### config.mk
export PLATFORM = sky130hd
export DESIGN_NAME = fetch_unit_flat
export DESIGN_NICKNAME = d
export VERILOG_FILES = /design/src/rtl/fetch_unit_if.sv /design/src/rtl/fetch_unit.sv /design/src/flat_wrapper.sv
export SDC_FILE = /design/constraint.sdc
export NUM_CORES = 1
export LEC_CHECK = 0
export CAP_MARGIN = 20
export CORE_MARGIN = 1.5
export CORE_UTILIZATION = 25
export DETAILED_ROUTE_END_ITERATION = 12
export GPL_TIMING_DRIVEN = 0
export SYNTH_ARGS = -nofsm -noshare
export SYNTH_HDL_FRONTEND = slang
export SYNTH_SLANG_ARGS = --single-unit
### constraint.sdc
create_clock -name clk -period 10.5 [get_ports clk]
set_input_delay 3.15 -clock clk [delete_from_list [all_inputs] [get_ports clk]]
set_output_delay 3.15 -clock clk [all_outputs]
set_load 0.01 [all_outputs]
### src/rtl/fetch_unit_if.sv
// fetch_unit_if: instruction bus request/response handshake
interface fetch_unit_if;
    logic        instruction_request;
    logic [31:0] instruction_address;
    logic        instruction_response;
    logic [31:0] instruction_data;
    modport master (
        output instruction_request,
        output instruction_address,
        input  instruction_response,
        input  instruction_data
    );
    modport slave (
        input  instruction_request,
        input  instruction_address,
        output instruction_response,
        output instruction_data
    );
endinterface

### src/rtl/fetch_unit.sv
// fetch_unit: instruction fetch stage with a DEPTH-entry prefetch queue and redirect/discard handling
module fetch_unit #(
    parameter logic [31:0] BOOT_ADDRESS = 32'h00000000,
    parameter int          DEPTH        = 4,
    parameter logic [31:0] NOP          = 32'h00000033,
    localparam int         CW           = $clog2(DEPTH + 1)
) (
    input  logic          clk,
    input  logic          reset,
    fetch_unit_if.master  bus,
    input  logic          redirect,
    input  logic [31:0]   redirect_address,
    input  logic          stall,
    output logic          ifid_valid,
    output logic [31:0]   ifid_instruction,
    output logic [31:0]   ifid_pc,
    output logic [CW-1:0] queue_count
);
    localparam int AW = $clog2(DEPTH);
    typedef enum logic {RUN, DISCARD} state_t;
    state_t        state;
    logic          live;
    logic [31:0]   fetch_pc;
    logic [31:0]   pending_pc;
    logic [AW-1:0] rd_ptr;
    logic [AW-1:0] wr_ptr;
    logic [CW-1:0] count;
    logic [31:0]   pc_q  [DEPTH];
    logic [31:0]   ins_q [DEPTH];
    logic          push;
    logic          pop;
    logic [31:0]   target;
    // live holds request low until the first edge with reset released
    assign bus.instruction_request = live && (state == DISCARD || count < CW'(DEPTH));
    assign bus.instruction_address = fetch_pc;
    assign ifid_valid       = count != '0;
    assign ifid_instruction = ifid_valid ? ins_q[rd_ptr] : NOP;
    assign ifid_pc          = ifid_valid ? pc_q[rd_ptr] : BOOT_ADDRESS;
    assign queue_count      = count;
    assign target           = redirect_address & ~32'd3;
    assign pop              = ifid_valid && !stall && !redirect;
    assign push             = state == RUN && bus.instruction_request && bus.instruction_response && !redirect;
    // Queue storage; entries are only visible while counted, so no reset is needed
    always_ff @(posedge clk) begin
        if (push) begin
            pc_q[wr_ptr]  <= fetch_pc;
            ins_q[wr_ptr] <= bus.instruction_data;
        end
    end
    // Fetch state machine: redirect flushes and either retargets now or waits out the pending response
    always_ff @(posedge clk) begin
        if (reset) begin
            state      <= RUN;
            live       <= 1'b0;
            fetch_pc   <= BOOT_ADDRESS;
            pending_pc <= BOOT_ADDRESS;
            rd_ptr     <= '0;
            wr_ptr     <= '0;
            count      <= '0;
        end else begin
            live <= 1'b1;
            if (redirect) begin
                rd_ptr <= '0;
                wr_ptr <= '0;
                count  <= '0;
                if (!bus.instruction_request || bus.instruction_response) begin
                    state    <= RUN;
                    fetch_pc <= target;
                end else begin
                    state      <= DISCARD;
                    pending_pc <= target;
                end
            end else if (state == DISCARD) begin
                if (bus.instruction_response) begin
                    state    <= RUN;
                    fetch_pc <= pending_pc;
                end
            end else begin
                if (push) begin
                    wr_ptr   <= wr_ptr + 1'b1;
                    fetch_pc <= fetch_pc + 32'd4;
                end
                if (pop)
                    rd_ptr <= rd_ptr + 1'b1;
                count <= count + CW'(push) - CW'(pop);
            end
        end
    end
endmodule

### src/flat_wrapper.sv
// flat-port wrapper written by rule: the top's interface ports become plain ports
module fetch_unit_flat 
#(
    parameter logic [31:0] BOOT_ADDRESS = 32'h00000000,
    parameter int          DEPTH        = 4,
    parameter logic [31:0] NOP          = 32'h00000033,
    localparam int         CW           = $clog2(DEPTH + 1)
)
  (clk, reset, redirect, redirect_address, stall, ifid_valid, ifid_instruction, ifid_pc, queue_count, bus_instruction_request, bus_instruction_address, bus_instruction_response, bus_instruction_data);
  fetch_unit_if bus_i ();
  input  logic clk;
  input  logic reset;
  input  logic redirect;
  input  logic [31:0] redirect_address;
  input  logic stall;
  output logic ifid_valid;
  output logic [31:0] ifid_instruction;
  output logic [31:0] ifid_pc;
  output logic [CW-1:0] queue_count;
  output wire logic [$bits(bus_i.instruction_request)-1:0] bus_instruction_request;
  output wire logic [$bits(bus_i.instruction_address)-1:0] bus_instruction_address;
  input wire logic [$bits(bus_i.instruction_response)-1:0] bus_instruction_response;
  input wire logic [$bits(bus_i.instruction_data)-1:0] bus_instruction_data;
  assign bus_instruction_request = bus_i.instruction_request;
  assign bus_instruction_address = bus_i.instruction_address;
  assign bus_i.instruction_response = bus_instruction_response;
  assign bus_i.instruction_data = bus_instruction_data;
  fetch_unit #(.BOOT_ADDRESS(BOOT_ADDRESS), .DEPTH(DEPTH), .NOP(NOP)) u_core (.clk(clk), .reset(reset), .bus(bus_i), .redirect(redirect), .redirect_address(redirect_address), .stall(stall), .ifid_valid(ifid_valid), .ifid_instruction(ifid_instruction), .ifid_pc(ifid_pc), .queue_count(queue_count));
endmodule
==> results.yml, run 1 <==
timing:
  skew_ns: 0.03523
  max_freq_mhz: 150.6
  whs_ns: 0.4940
  tns_ns: 0
  slew_headroom: 0.3583
  worst_pin_slew_ns: 0.9626
  period_share: 0.6322
  setup_viol: 0
  drv_slew: 0
  report.final.hold_viol_count: 0
  grt_setup_unrepaired: "no"
  period_minus_slack_ns: 6.638
worst_setup_path:
  critPathLaunchType: "flip-flop"
  cp-end-kind: "output pin"
  crit_type: "reg -> out"
  cp_max_fo: 10
  critPathRequiredTime_ns: 7.35
  cp.arrival_ns: 3.49
  reg2reg_slack_ns: 6.54
  crit_path_start: "u_core.queue_count[2]$_SDFFE_PP0N_"
  timing.rr.start: "u_core.queue_count[2]$_SDFFE_PP0N_"
global_routing:
  grt_pass1_wl_um: 53630
  first_global_vias: 8416
  antenna_found_initial: 0
  grtUsageTotal: 0.1334
  gr-total-overflow: 0
  grt_max_degree: 43
layout:
  most-common-layout-cells: "248 x edfxtp_1, 163 x clkdlybuf4s50_1, 71 x dfxtp_1"
  drive_gt1_frac: 0.1491
  area.growth.synth_to_final_pct: 28.92
  fill_cells: 5163
  layout_commonest_cell: "edfxtp_1"
  fin_util: 0.3266
  final_nets: 1177
  finalInstanceArea_um2: 17160
place:
  routabilityCongestion: 0.8612
  io_buffers: 163
  place_area_um2: 15940
  dp_hpwl_um: 24510
synth:
  dominantRegCellSynth: "edfxtp_1"
  synth_fa_ha_area_frac: 0.008082
  synth_top_family_by_area: "multiplexers"
  muxShareOfSynthArea: 0.1334
  synth_cells: 890
  seq_area_frac_synth: 0.6661
  syn_avg_cell_area_um2: 14.96
  synth_edf_count: 248
  ys_warn_count: 0
  synth.distinct_cells: 65
  syn_area_um2: 13310
  ys_ff_latch: 319
  synthSimpleGateAreaFrac: 0.1033
  async_reset_ff_frac: 0
  synth-xor-area-share: 0.004605
  synth_compound_area_frac: 0.06024
clocking:
  cts_setup_buffers: 0
  postCtsHoldBufs: 0
  cts.sinks: 319
  cts_max_level: 2
  clk_pin_slew_ns: 0.06
  cts_tree: "done"
  clk_latency_ns: 0.55
  post_cts_resized: 0
  clock_path_buffers: 3
  numCtsBuffers: 37
  cts_root_buf: "clkbuf_16"
routing:
  via_per_inst: 4.637
  drtIter0Drc: 583
  totalWireLength_um: 36570
  wl_per_cell_um: 20.13
  detail-route-antenna-nets: 0
  drc: 0
  num_vias: 8426
  first_pass_iters: 5
floorplan:
  fp.coreArea_um2: 52550
  io_pins: 170
  start_util: 0.2534
  die_w_um: 233.8
  num_rows: 84
  dieArea_um2: 54650
  die_h_um: 233.8
power:
  power.total_w: 0.002897
  ir_worst_vdd_mv: 0.08869
  power_density_nw_per_um2: 168.8
  power_leakage_nw: 5.557
run_status:
  status: "complete, no violations"
hold_path:
  hp-start: "u_core.pending_pc[26]$_SDFFE_PP0N_"
  hold_path_class: "reg -> reg"
run:
  drv_cap: 0
layout make-up:
class | instances | area, µm² | area share
sequential | 319 | 8869 | 0.5167
multi-input combinational | 502 | 4148 | 0.2417
timing repair buffer | 168 | 1747 | 0.1018
clock buffer | 42 | 944.7 | 0.05504
tap | 688 | 860.8 | 0.05015
buffer | 61 | 277.8 | 0.01618
clock inverter | 24 | 271.5 | 0.01582
inverter | 11 | 41.29 | 0.002406
antenna | 2 | 5.005 | 0.0002916
cells in the mapped netlist, types with 8 or more instances:
library cell / number / area (µm²)
mux4_2: 62 / 1396
o21ai_0: 44 / 220.2
edfxtp_1: 248 / 7447
a21oi_1: 38 / 190.2
buf_1: 8 / 30.03
nor2_1: 55 / 206.5
nor2b_1: 59 / 369.1
buf_2: 14 / 70.07
dfxtp_1: 71 / 1421
nor4_1: 10 / 62.56
nand2_1: 50 / 187.7
nor3_1: 15 / 75.07
mux2i_1: 38 / 380.4
nand3_1: 15 / 75.07
inv_1: 11 / 41.29
clkbuf_1: 31 / 116.4
nand4_1: 8 / 50.05
critical path: stages (launching register included):
cell,delay (ns)
dfxtp_1,0.37
nor3_1,0.33
clkbuf_1,0.76
clkbuf_1,0.70
or2_2,0.24
clkdlybuf4s50_1,0.57
cell families (layout without fill, tap and decap cells):
kind of cell               Yosys count  after routing
buffers and inverters               72            306
AOI/OAI and AO/OA                  129            129
muxes                              100            100
other                                1              6
and+or+nand+nor                    254            254
xor gates and xnor gates             7              7
adders and majority gates            8              8
DFF                                319            319
routing by layer:
metal,part of all wire,up-vias,global-route usage
met1,0.44,4222,0.1766
li1,-,3848,-
met3,0.070,55,0.03599
met4,0.022,0,0.04287
met2,0.47,301,0.2119
met5,0,-,0
stage by stage:
stage                     std cells  setup slack [ns]
after floorplan                 893             4.782
after global placement         1744             2.405
after detailed placement       1749             3.953
after CTS                      1815             3.653
after global routing           1815             3.559
final                          1817             3.862
path summary, 6_finish.rpt:
kind                                                            to  cells past startpoint
worst max-delay path                           ifid_instruction[0]                      5
worst min-delay path            u_core.pending_pc[26]$_SDFFE_PP0N_                      2
worst max register to register  u_core.queue_count[2]$_SDFFE_PP0N_                     11
worst min register to register  u_core.pending_pc[26]$_SDFFE_PP0N_                      2
where the power goes:
group / internal (W) / switching (W) / total (W)
sequential: 0.00138 / 0.0000306 / 0.00141
combinational: 0.0000876 / 0.0000959 / 0.000184
clock: 0.000776 / 0.000523 / 0.00130
total: 0.00225 / 0.000649 / 0.00290
sequential cells by signal (all words and copies together) (netlist names), named ones only:
name / count
u_core.ins_q: 128
u_core.pc_q: 120
u_core.bus.instruction_address: 30
u_core.pending_pc: 30
u_core.queue_count: 3
u_core.rd_ptr: 2
u_core.wr_ptr: 2
u_core.live: 1
u_core.state: 1
Power figures use the tool's default switching activity.
==> run 2: changes to the inputs <==
- clock period: 10.5 -> 5.4 ns (I/O delays scaled with it)
==> run 2 against run 1 <==
Die area unchanged. Utilization is essentially flat. Non-clock buffer count did not move. Clock skew hardly changed. Sequential power is 95% higher. Total power increased by 94%. Sequential share of layout area about the same. First-iteration DRC count increased by 1.9%. Clock power rose by 95%.
==> results.yml, run 2 (synthesis results as in run 1) <==
routing:
  detail-route-antenna-nets: 0
  wl_per_cell_um: 20.07
  via_per_inst: 4.633
  drc: 0
  totalWireLength_um: 36460
  drtIter0Drc: 594
  num_vias: 8419
  first_pass_iters: 5
floorplan:
  die_h_um: 233.8
  start_util: 0.2534
  num_rows: 84
  io_pins: 170
  die_w_um: 233.8
  fp.coreArea_um2: 52550
  dieArea_um2: 54650
layout:
  top_register: "u_core.ins_q"
  ff_latch_area_um2: 8869
  drive_gt1_frac: 0.1491
  largest_register_ffs: 128
  fin_util: 0.3267
  final_nets: 1177
  layout_commonest_cell: "edfxtp_1"
  multi_input_area_um2: 4148
  fill_cells: 5162
  area.growth.synth_to_final_pct: 28.96
  reg.largest.list: "u_core.ins_q (128), u_core.pc_q (120)"
  layout.cells.non_filler: 1817
  most-common-layout-cells: "248 x edfxtp_1, 163 x clkdlybuf4s50_1, 71 x dfxtp_1"
worst_setup_path:
  crit-reg2reg-capture: "u_core.queue_count[2]$_SDFFE_PP0N_"
  timing.rr.start: "u_core.queue_count[2]$_SDFFE_PP0N_"
  cp.arrival_ns: 3.49
  critPathLaunchType: "flip-flop"
  cp_max_fo: 10
  crit_type: "reg -> out"
  rr_worst_depth: 11
  reg2reg_slack_ns: 1.46
  critPathRequiredTime_ns: 3.78
  cp-end-kind: "output pin"
run:
  drv_cap: 0
global_routing:
  grtUsageTotal: 0.1334
  grt_pass1_wl_um: 53630
  grt_max_degree: 43
  first_global_vias: 8416
  antenna_found_initial: 0
  gr-total-overflow: 0
timing:
  skew_ns: 0.03547
  worst_pin_slew_ns: 0.8215
  whs_ns: 0.4918
  report.final.hold_viol_count: 0
  drv_slew: 0
  slew_headroom: 0.4523
  period_minus_slack_ns: 5.111
  grt_setup_unrepaired: "no"
  max_freq_mhz: 195.7
  final.setup.worst_slack_ns: 0.2893
  setup_viol: 0
  period_share: 0.9464
power:
  pwr-share-comb: 0.063
  power_frac_seq: 0.488
  power_switching_w: 0.001262
  power_density_nw_per_um2: 328.1
  power_frac_clock: 0.448
  ir_worst_vdd_mv: 0.1725
  switching_share: 0.2241
  intPower_w: 0.004371
  power_leakage_nw: 5.560
place:
  place_ws_ns: 0.3832
  dp.cells: 1749
  io_buffers: 163
  routabilityCongestion: 0.8612
  dp_hpwl_um: 24510
hold_path:
  min_path_cells: 2
  hold_end: "u_core.pending_pc[26]$_SDFFE_PP0N_"
  hp-start: "u_core.pending_pc[26]$_SDFFE_PP0N_"
  hold_path_class: "reg -> reg"
clocking:
  cts_tree: "done"
  clk_latency_ns: 0.55
  cts_root_buf: "clkbuf_16"
  cts.sinks: 319
  numCtsBuffers: 37
  clock_path_buffers: 3
  cts_max_level: 2
  clk_pin_slew_ns: 0.06
run_status:
  status: "complete, no violations"
[run 2: how the worst max path moves through the flow]
stage	startpoint	to	slack, ns	depth (start not counted)
finish	u_core.queue_count[2]$_SDFFE_PP0N_	ifid_instruction[0]	0.29	5
global route	u_core.queue_count[2]$_SDFFE_PP0N_	ifid_instruction[0]	0.01	5
CTS	u_core.queue_count[2]$_SDFFE_PP0N_	ifid_instruction[0]	0.08	5
detailed placement	redirect	u_core.queue_count[2]$_SDFFE_PP0N_	0.38	11
global placement	redirect	u_core.ins_q[2][8]$_DFFE_PP_	-1.17	5
floorplan	redirect	u_core.ins_q[0][0]$_DFFE_PP_	1.21	4
[run 2: worst max-delay path, stage by stage, from the launching register on]
cell             delay (ns)
dfxtp_1                0.37
nor3_1                 0.34
clkdlybuf4s15_1        0.76
clkbuf_1               0.69
or2_2                  0.23
clkdlybuf4s50_1        0.57
[run 2: power groups by stage]
stage                     Clock, W  Combinational (W)  Sequential (W)
after floorplan                  0           0.000160         0.00279
after CTS                  0.00261           0.000359         0.00275
after global placement           0           0.000351         0.00280
final                      0.00253           0.000356         0.00275
after global routing       0.00269           0.000386         0.00276
after detailed placement         0           0.000357         0.00280
[run 2: cell type report]
class | count | area share
timing repair buffer | 168 | 0.1017
antenna | 2 | 0.0002915
inverter | 11 | 0.002405
clock buffer | 42 | 0.05502
tap | 688 | 0.05013
multi-input combinational | 502 | 0.2416
sequential | 319 | 0.5165
clock inverter | 24 | 0.01581
buffer | 61 | 0.01654
[run 2: stage by stage]
step	total power, W	TNS [ns]	cell area, µm²
2_1_floorplan	0.002947	0	13330
3_3_place_gp	0.003154	-284.17	15820
3_5_place_dp	0.003162	0	15940
4_1_cts	0.005720	0	17160
5_1_grt	0.005835	0	17170
6_report	0.005633	0	17170
[run 2: per-layer routing]
| layer | vias up | track usage | part of all wire |
|---|---|---|---|
| met2 | 290 | 0.2119 | 0.47 |
| met3 | 54 | 0.03599 | 0.072 |
| met1 | 4221 | 0.1766 | 0.44 |
| li1 | 3854 | - | - |
| met4 | 0 | 0.04287 | 0.021 |
| met5 | - | 0 | 0 |
[run 2: what timing repair did]
| item | CTS | global route |
|---|---|---|
| endpoints found under the setup margin | 0 | 1 |
| resized for setup | 0 | 2 |
| setup buffers | 0 | 0 |
| hold buffers | 0 | 0 |
==> run 3: changes to the inputs <==
- clock period: 5.4 -> 4.9 ns (I/O delays scaled with it)
==> run 3 against run 2 <==
Design area hardly changed. Clock-buffer cell count stayed put. Die area stayed put. Total power rose by 10%. First-iteration DRC count shrank 1.2%. Non-clock buffer count stayed put. Worst setup slack got worse by 0.022 ns. Register-to-register slack worse by 0.19 ns. Sequential share of layout area hardly changed. Hold slack about the same. Utilization hardly changed.
==> results.yml, run 3 (synthesis results as in run 1) <==
worst_setup_path:
  cp_max_fo: 10
  crit_type: "reg -> out"
  critPathLaunchType: "flip-flop"
  reg2reg_slack_ns: 1.27
  worst_path_max_delay_cell: "clkbuf_1"
  cp_cell_sequence: "nor3_1, clkbuf_2, clkbuf_1, or2_2, clkdlybuf4s50_1"
  critPathRequiredTime_ns: 3.43
  cpPeakStageDelay_ns: 0.68
  cp.arrival_ns: 3.16
  cp-end-kind: "output pin"
routing:
  drtIter0Drc: 587
  wl_per_cell_um: 20.12
  first_pass_iters: 5
  via_per_inst: 4.639
  drc: 0
  totalWireLength_um: 36560
  detail-route-antenna-nets: 0
  num_vias: 8429
global_routing:
  grt_max_degree: 43
  first_global_vias: 8416
  antenna_found_initial: 0
  gr-total-overflow: 0
  grtUsageTotal: 0.1334
  grt_pass1_wl_um: 53630
clocking:
  cts_max_level: 2
  cts_tree: "done"
  clk_pin_slew_ns: 0.06
  cts.sinks: 319
  clk_latency_ns: 0.55
  clock_path_buffers: 3
  post_cts_resized: 1
  numCtsBuffers: 37
  postCtsHoldBufs: 0
  cts_setup_buffers: 0
  cts_root_buf: "clkbuf_16"
timing:
  max_freq_mhz: 215.8
  drv_slew: 0
  period_share: 0.9456
  worst_pin_slew_ns: 0.8351
  slew_headroom: 0.4433
  setup_viol: 0
  report.final.hold_viol_count: 0
  period_minus_slack_ns: 4.633
  final.setup.worst_slack_ns: 0.2668
  grt_setup_unrepaired: "no"
  skew_ns: 0.03517
floorplan:
  die_w_um: 233.8
  fp.coreArea_um2: 52550
  num_rows: 84
  die_h_um: 233.8
  dieArea_um2: 54650
  io_pins: 170
  start_util: 0.2534
run:
  drv_cap: 0
layout:
  layout.cells.non_filler: 1817
  drive_gt1_frac: 0.1500
  reg.largest.list: "u_core.ins_q (128), u_core.pc_q (120)"
  area.growth.synth_to_final_pct: 28.93
  ff_latch_area_um2: 8869
  multi_input_area_um2: 4148
  final_nets: 1177
  top_register: "u_core.ins_q"
  most-common-layout-cells: "248 x edfxtp_1, 163 x clkdlybuf4s50_1, 71 x dfxtp_1"
  layout_commonest_cell: "edfxtp_1"
  fill_cells: 5163
  largest_register_ffs: 128
place:
  dp_hpwl_um: 24510
  place_ws_ns: 0.03315
  dp.cells: 1749
  io_buffers: 163
  routabilityCongestion: 0.8612
power:
  power_density_nw_per_um2: 361.7
  ir_worst_vdd_mv: 0.1902
  power_leakage_nw: 5.560
hold_path:
  hold_path_class: "reg -> reg"
run_status:
  status: "complete, no violations"
run 3: worst paths after layout:
check,from,to,depth (start not counted)
worst max-delay path,u_core.queue_count[2]$_SDFFE_PP0N_,ifid_instruction[0],5
worst min register to register,u_core.pending_pc[26]$_SDFFE_PP0N_,u_core.pending_pc[26]$_SDFFE_PP0N_,2
worst max register to register,u_core.queue_count[2]$_SDFFE_PP0N_,u_core.queue_count[2]$_SDFFE_PP0N_,11
worst min-delay path,u_core.pending_pc[26]$_SDFFE_PP0N_,u_core.pending_pc[26]$_SDFFE_PP0N_,2
run 3: metal layers:
metal | share of wire | wire length, µm | global-route usage | vias up
met5 | 0 | 0 | 0 | -
met3 | 0.069 | 2522 | 0.03599 | 57
met2 | 0.47 | 17030 | 0.2119 | 298
met1 | 0.44 | 16210 | 0.1766 | 4225
li1 | - | - | - | 3849
met4 | 0.022 | 800 | 0.04287 | 0
run 3: layout make-up:
type,instances,area share
timing repair buffer,168,0.1018
tap,688,0.05015
inverter,11,0.002405
clock inverter,24,0.01582
sequential,319,0.5167
antenna,2,0.0002916
buffer,61,0.01625
multi-input combinational,502,0.2416
clock buffer,42,0.05503
run 3: power breakdown:
part           switching, W  internal [W]
logic              0.000205      0.000188
clock network       0.00112       0.00166
registers         0.0000657       0.00297
run 3: per-stage QoR:
stage | hold slack (ns) | TNS, ns | utilization | instance area (µm²) | total power, W
floorplan | 0.4565 | 0 | - | 13330 | 0.003247
detailed placement | 0.4833 | 0 | 0.3034 | 15940 | 0.003484
finish | 0.4918 | 0 | 0.3266 | 17170 | 0.006208
global route | 0.5252 | 0 | 0.3265 | 17160 | 0.006430
CTS | 0.4998 | 0 | 0.3265 | 17160 | 0.006304
global placement | 0.4755 | -370.97 | 0.3010 | 15820 | 0.003476
run 3: critical path, delay by kind of cell, from the launching register on:
family	cells	cell delay, ns
buffers and inverters	3	1.70
AND/OR/NAND/NOR	2	0.57
flip-flops	1	0.37
